### src/rtl/regfile_reader_pkg.sv
// Shared types and constants for the RegFile2 read-back scanner.
package regfile_reader_pkg;

  localparam int unsigned DataW   = 16;
  localparam int unsigned RegSelW = 4;

  typedef logic [RegSelW-1:0] reg_sel_t;

  typedef enum logic [2:0] {
    StIdle,
    StAddr,
    StSample,
    StShow,
    StDone
  } state_e;

endpackage

### src/rtl/regfile_reader_if.sv
// RegFile2 read-port pair (A/B) shared with the Fibonacci sequencer.
interface regfile_reader_if
  import regfile_reader_pkg::*;
#(
  parameter int unsigned DataWidth = regfile_reader_pkg::DataW
) ();

  reg_sel_t             sel_a;
  reg_sel_t             sel_b;
  logic [DataWidth-1:0] a;
  logic [DataWidth-1:0] b;

  modport master (output sel_a, output sel_b, input a, input b);
  modport slave  (input sel_a, input sel_b, output a, output b);

endinterface

### src/rtl/regfile_reader_fib_check.sv
// fib_check_unit: Fibonacci-recurrence and A/B port agreement check with a
// sticky flag that latches the index of the first failing entry.
module fib_check_unit
  import regfile_reader_pkg::*;
#(
  parameter int unsigned DataWidth = regfile_reader_pkg::DataW
) (
  input  logic                 clk_i,
  input  logic                 rst_i,
  input  logic                 clear_i,
  input  logic                 sample_i,
  input  reg_sel_t             idx_i,
  input  logic [DataWidth-1:0] a_i,
  input  logic [DataWidth-1:0] b_i,
  input  logic [DataWidth-1:0] prev1_i,
  input  logic [DataWidth-1:0] prev2_i,
  output logic                 mismatch_o,
  output reg_sel_t             mismatch_index_o
);

  logic [DataWidth-1:0] sum;
  logic                 fail;
  logic                 mismatch_d, mismatch_q;
  reg_sel_t             index_d, index_q;

  // Carry is dropped: the recurrence is checked modulo 2^DataWidth.
  assign sum  = prev1_i + prev2_i;
  assign fail = sample_i && (((idx_i >= reg_sel_t'(2)) && (sum != a_i)) || (b_i != a_i));

  always_comb begin
    mismatch_d = mismatch_q;
    index_d    = index_q;
    if (clear_i) begin
      mismatch_d = 1'b0;
      index_d    = '0;
    end else if (fail && !mismatch_q) begin
      mismatch_d = 1'b1;
      index_d    = idx_i;
    end
  end

  always_ff @(posedge clk_i or posedge rst_i) begin
    if (rst_i) begin
      mismatch_q <= 1'b0;
      index_q    <= '0;
    end else begin
      mismatch_q <= mismatch_d;
      index_q    <= index_d;
    end
  end

  assign mismatch_o       = mismatch_q;
  assign mismatch_index_o = index_q;

endmodule

### src/rtl/regfile_reader.sv
// Walks RegFile2 entries 0..NumRegs-1, presenting each index/value for a fixed dwell.
// Define FIB_CHECK_EN to add the Fibonacci integrity check (fib_check_unit).
module regfile_reader
  import regfile_reader_pkg::*;
#(
  parameter int unsigned NumRegs     = 16,
  parameter int unsigned DataWidth   = regfile_reader_pkg::DataW,
  parameter int unsigned DwellCycles = 6
) (
  input  logic                 clk_i,
  input  logic                 rst_i,
  input  logic                 start_i,
  regfile_reader_if.master     rf_io,
  output reg_sel_t             read_index_o,
  output logic [DataWidth-1:0] read_value_o,
  output logic                 value_valid_o,
  output logic                 busy_o,
  output logic                 done_o,
  output logic                 mismatch_o,
  output reg_sel_t             mismatch_index_o
);

  localparam int unsigned CntW      = $clog2(DwellCycles + 1);
  localparam reg_sel_t    LastIdx   = reg_sel_t'(NumRegs - 1);
  localparam logic [CntW-1:0] DwellLoad = CntW'(DwellCycles - 1);

  state_e               state_d, state_q;
  reg_sel_t             idx_d, idx_q;
  logic [CntW-1:0]      cnt_d, cnt_q;
  reg_sel_t             read_index_d, read_index_q;
  logic [DataWidth-1:0] read_value_d, read_value_q;
  logic [DataWidth-1:0] prev1_d, prev1_q, prev2_d, prev2_q;
  logic                 launch;

  assign launch = start_i && ((state_q == StIdle) || (state_q == StDone));

  always_comb begin
    state_d      = state_q;
    idx_d        = idx_q;
    cnt_d        = cnt_q;
    read_index_d = read_index_q;
    read_value_d = read_value_q;
    prev1_d      = prev1_q;
    prev2_d      = prev2_q;
    unique case (state_q)
      StIdle, StDone: begin
        if (start_i) begin
          state_d = StAddr;
          idx_d   = '0;
        end
      end
      StAddr: state_d = StSample;
      StSample: begin
        read_value_d = rf_io.a;
        read_index_d = idx_q;
        cnt_d        = DwellLoad;
        prev2_d      = prev1_q;
        prev1_d      = rf_io.a;
        state_d      = StShow;
      end
      StShow: begin
        if (cnt_q == '0) begin
          if (idx_q == LastIdx) begin
            state_d = StDone;
          end else begin
            idx_d   = idx_q + 1'b1;
            state_d = StAddr;
          end
        end else begin
          cnt_d = cnt_q - 1'b1;
        end
      end
      default: state_d = StIdle;
    endcase
  end

  always_ff @(posedge clk_i or posedge rst_i) begin
    if (rst_i) begin
      state_q      <= StIdle;
      idx_q        <= '0;
      cnt_q        <= '0;
      read_index_q <= '0;
      read_value_q <= '0;
      prev1_q      <= '0;
      prev2_q      <= '0;
    end else begin
      state_q      <= state_d;
      idx_q        <= idx_d;
      cnt_q        <= cnt_d;
      read_index_q <= read_index_d;
      read_value_q <= read_value_d;
      prev1_q      <= prev1_d;
      prev2_q      <= prev2_d;
    end
  end

  // Select is held through ADDR and SAMPLE so registered reads also land in SAMPLE.
  assign rf_io.sel_a   = idx_q;
  assign rf_io.sel_b   = idx_q;
  assign read_index_o  = read_index_q;
  assign read_value_o  = read_value_q;
  assign value_valid_o = (state_q == StShow);
  assign busy_o        = (state_q == StAddr) || (state_q == StSample) || (state_q == StShow);
  assign done_o        = (state_q == StDone);

`ifdef FIB_CHECK_EN
  fib_check_unit #(
    .DataWidth(DataWidth)
  ) u_fib_check (
    .clk_i           (clk_i),
    .rst_i           (rst_i),
    .clear_i         (launch),
    .sample_i        (state_q == StSample),
    .idx_i           (idx_q),
    .a_i             (rf_io.a),
    .b_i             (rf_io.b),
    .prev1_i         (prev1_q),
    .prev2_i         (prev2_q),
    .mismatch_o      (mismatch_o),
    .mismatch_index_o(mismatch_index_o)
  );
`else
  logic unused_chk;
  assign unused_chk       = ^{prev1_q, prev2_q, rf_io.b, launch};
  assign mismatch_o       = 1'b0;
  assign mismatch_index_o = '0;
`endif

endmodule

### src/flat_wrapper.sv
// flat-port wrapper written by rule: the top's interface ports become plain ports
module regfile_reader_flat import regfile_reader_pkg::*;
#(
  parameter int unsigned NumRegs     = 16,
  parameter int unsigned DataWidth   = regfile_reader_pkg::DataW,
  parameter int unsigned DwellCycles = 6
)
  (clk_i, rst_i, start_i, read_index_o, read_value_o, value_valid_o, busy_o, done_o, mismatch_o, mismatch_index_o, rf_io_sel_a, rf_io_sel_b, rf_io_a, rf_io_b);
  regfile_reader_if #(.DataWidth(DataWidth)) rf_io_i ();
  input  logic clk_i;
  input  logic rst_i;
  input  logic start_i;
  output reg_sel_t read_index_o;
  output logic [DataWidth-1:0] read_value_o;
  output logic value_valid_o;
  output logic busy_o;
  output logic done_o;
  output logic mismatch_o;
  output reg_sel_t mismatch_index_o;
  output wire logic [$bits(rf_io_i.sel_a)-1:0] rf_io_sel_a;
  output wire logic [$bits(rf_io_i.sel_b)-1:0] rf_io_sel_b;
  input wire logic [$bits(rf_io_i.a)-1:0] rf_io_a;
  input wire logic [$bits(rf_io_i.b)-1:0] rf_io_b;
  assign rf_io_sel_a = rf_io_i.sel_a;
  assign rf_io_sel_b = rf_io_i.sel_b;
  assign rf_io_i.a = rf_io_a;
  assign rf_io_i.b = rf_io_b;
  regfile_reader #(.NumRegs(NumRegs), .DataWidth(DataWidth), .DwellCycles(DwellCycles)) u_core (.clk_i(clk_i), .rst_i(rst_i), .start_i(start_i), .rf_io(rf_io_i), .read_index_o(read_index_o), .read_value_o(read_value_o), .value_valid_o(value_valid_o), .busy_o(busy_o), .done_o(done_o), .mismatch_o(mismatch_o), .mismatch_index_o(mismatch_index_o));
endmodule
### config.mk
export PLATFORM = sky130hd
export DESIGN_NAME = regfile_reader_flat
export DESIGN_NICKNAME = d
export VERILOG_FILES = /design/src/rtl/regfile_reader_pkg.sv /design/src/rtl/regfile_reader_if.sv /design/src/rtl/regfile_reader_fib_check.sv /design/src/rtl/regfile_reader.sv /design/src/flat_wrapper.sv
export SDC_FILE = /design/constraint.sdc
export NUM_CORES = 1
export LEC_CHECK = 0
export ABC_AREA = 1
export BUFFER_PORTS_ARGS = -buffer_cell sky130_fd_sc_hd__clkbuf_2
export CORE_ASPECT_RATIO = 0.9
export CORE_MARGIN = 1.5
export CORE_UTILIZATION = 30
export CTS_BUF_LIST = sky130_fd_sc_hd__clkbuf_16
export DETAILED_ROUTE_END_ITERATION = 12
export PLACE_DENSITY = 0.56
export RECOVER_POWER = 100
export SETUP_SLACK_MARGIN = 0.2
export SLEW_MARGIN = 10
export SYNTH_ARGS = -nofsm -noshare
export SYNTH_HDL_FRONTEND = slang
export SYNTH_HIERARCHICAL = 1
export SYNTH_SLANG_ARGS = --single-unit
### constraint.sdc
create_clock -name clk_i -period 2.4 [get_ports clk_i]
set_clock_uncertainty 0.05 [all_clocks]
set_input_delay 0.12 -clock clk_i [delete_from_list [all_inputs] [get_ports clk_i]]
set_output_delay 0.12 -clock clk_i [all_outputs]
set_load 0.1 [all_outputs]
==> impl_metrics.env <==
export IMPL_fin_nets=260
export IMPL_root_buffer="clkbuf_16"
export IMPL_yosysSeqAreaShare_pct=51.6
export IMPL_ys_top_cells_by_area="dfrtp_1 (52%), nand2_1 (19%), buf_4 (4.6%), nand3_1 (3.4%), inv_1 (3.1%)"
export IMPL_portBuffers=49
export IMPL_cts_buffers=5
export IMPL_ys_ff_latch=30
export IMPL_slew_viol_final=0
export IMPL_grt_busiest_layer="met2"
export IMPL_cts_sinks=30
export IMPL_clock_fmax_mhz=520
export IMPL_slew_headroom_pct=21.8
export IMPL_yosysTopAreaCell="dfrtp_1"
export IMPL_grtUsageTotal_pct=11.7
export IMPL_tns_ns=0
export IMPL_use_met1_pct=15.2
export IMPL_timing_rr_start="u_core/state_q[1]"
export IMPL_path_clk_slew_ns=0.05
export IMPL_yosys_cell_count_top_type="nand2_1"
export IMPL_drv_cap=0
export IMPL_worstSetupStartpointType="flop"
export IMPL_via_count=1144
export IMPL_cts_hold_buffers=1
export IMPL_drt_iter0_drc=36
export IMPL_synthTopCellsByCount="nand2_1 (73), dfrtp_1 (30), inv_1 (12), nand3_1 (10)"
export IMPL_synthMuxAreaShare_pct=0
export IMPL_ios=71
export IMPL_routabilityCongestion=0.730
export IMPL_design_area_sq_um=1780
export IMPL_yosysUniqueCellTypes=23
export IMPL_dieArea_sq_um=5280
export IMPL_dp_hpwl_um=2010
export IMPL_netlist_area_sq_um=1460
export IMPL_initial_utilization_pct=32.0
export IMPL_async_reset_ff_share_pct=100
export IMPL_drive_above_1_share_pct=15.8
export IMPL_grt_overflow=0
export IMPL_grt_pass1_wl_um=5010
export IMPL_antenna_found_initial=0
export IMPL_status="finished, final reports clean"
export IMPL_die_y_um=69.1
export IMPL_htreeDepth=2
export IMPL_core_area_sq_um=4550
export IMPL_path_class="flop to primary output"
export IMPL_postPlaceCellArea_sq_um=1700
export IMPL_synth_top_family_by_area="simple AND/OR/NAND/NOR gates"
export IMPL_ant_nets=0
export IMPL_critPathCaptureType="primary output"
export IMPL_grt_setup_unrepaired="no"
export IMPL_cts_resized=0
export IMPL_hold_viol=0
export IMPL_critical_path_max_fanout=5
export IMPL_die_w_um=76.4
export IMPL_layoutNonFillerInstCount=284
export IMPL_ys_warn_count=6
export IMPL_hold_class="primary input to flop"
export IMPL_cts_tree="built"
export IMPL_finalSetupViolCount=0
export IMPL_synth_area_per_cell_sq_um=8.51
export IMPL_rows=23
export IMPL_viasPerCell=4.03
export IMPL_first_pass_iters=4
export IMPL_min_period_ns=1.92
export IMPL_synth_compound_area_share_pct=1.72
export IMPL_syn_inst=171
export IMPL_cts_path_max_buffers=2
export IMPL_tightest_slew_ns=1.18
export IMPL_critPathRequiredTime_ns=2.23
export IMPL_grt_max_degree=31
export IMPL_cts_setup_buffers=0
export IMPL_grt_pass1_vias=1110
export IMPL_min_period_over_period_pct=80.2
export IMPL_hold_start="rf_io_a[6]"
export IMPL_post_drt_wl_per_cell_um=9.94
export IMPL_diodes=0
export IMPL_cp_startpoint="u_core/state_q[0]"
export IMPL_area_delta_synth_final_pct=22.3
export IMPL_totalWireLength_um=2820
export IMPL_synth_edff_count=0
export IMPL_use_met3_pct=3.97
export IMPL_synth_simple_area_share_pct=31.6
export IMPL_synth_xor_area_share_pct=0.602
export IMPL_insertion_delay_ns=0.26
export IMPL_use_met2_pct=18.8
export IMPL_synth_adder_area_share_pct=2.58
export IMPL_route_detailed_drc=0
export IMPL_dp_cells=276
export IMPL_cp_arrival_ns=1.75
export IMPL_ys_flop_type="dfrtp_1"
export IMPL_synth_top_area_share_pct=51.6
==> metal layers <==
layer	vias to the layer above	wire length, um
li1	608	-
met1	504	1390
met2	32	1260
met3	0	172
met4	0	0
met5	-	0
==> registers in the layout, summed over array words and instances (netlist names) <==
| name | count |
|---|---|
| u_core/state_q | 3 |
| u_core/read_value_o | 16 |
| u_core/rf_io.sel_a | 4 |
| u_core/cnt_q | 3 |
| u_core/read_index_o | 4 |
==> stage by stage <==
stage	util, %	hold slack (ns)	worst slack (ns)
floorplan	-	0.161	0.342
global placement	37.4	0.156	0.887
detailed placement	37.4	0.152	0.869
CTS	40.6	0.00109	0.728
global route	39.1	0.000310	0.378
finish	39.1	0.00451	0.476
==> path summary, 6_finish.rpt <==
kind | slack, ns | endpoint | cells after the start
min | 0.005 | u_core/read_value_o[6] | 3
max reg2reg | 0.62 | u_core/state_q[0] | 7
max | 0.48 | value_valid_o | 3
max in group asynchronous | 1.28 | u_core/state_q[1] | 4
min reg2reg | 0.42 | u_core/read_index_o[2] | 2
min in group asynchronous | 0.55 | u_core/read_value_o[15] | 4
==> critical path: stages, from the launching register on <==
cell and delay [ns]:
dfrtp_1 0.41, nand2_1 0.08, nor2_2 0.12, clkbuf_1 0.87
==> cell families after synthesis <==
| family | after synthesis |
|---|---|
| and+or+nand+nor | 104 |
| DFF | 30 |
| buffers and inverters | 27 |
| AOI/OAI and AO/OA | 5 |
| adders and majority gates | 3 |
| xor gates and xnor gates | 1 |
| other | 1 |
==> layout make-up <==
class | instances | area (sq um)
Clock buffer | 5 | 125
Clock inverter | 2 | 10.0
Fill cell | 520 | 2770
Inverter | 14 | 52.6
Multi-Input combinational cell | 118 | 526
Sequential cell | 30 | 751
Tap cell | 62 | 77.6
Timing Repair Buffer | 53 | 238
==> layout by cell type (no fill, tap or decap) <==
| cell | synthesis | final |
|---|---|---|
| dlygate4sd3_1 | 0 | 1 |
| nor2_4 | 3 | 1 |
| buf_4 | 9 | 2 |
| ha_1 | 3 | 3 |
| clkinv_2 | 0 | 2 |
| o21ai_1 | 1 | 1 |
| or2_1 | 1 | 1 |
| a21oi_1 | 1 | 1 |
| nand2_4 | 1 | 1 |
| nor2_1 | 9 | 11 |
| o21ai_0 | 3 | 3 |
| inv_2 | 2 | 1 |
| inv_1 | 12 | 13 |
| nand3b_1 | 1 | 1 |
| nor3_1 | 1 | 2 |
| nand2_1 | 73 | 73 |
| nor2_2 | 3 | 3 |
| conb_1 | 1 | 5 |
| clkbuf_16 | 0 | 5 |
| clkbuf_1 | 0 | 30 |
| xor2_1 | 1 | 1 |
| nand3_1 | 10 | 11 |
| dfrtp_1 | 30 | 30 |
| clkbuf_2 | 0 | 20 |
Power is left out: the tool's default activity adds up to more than one toggle a clock period on the data nets, which glitch-free logic cannot reach.
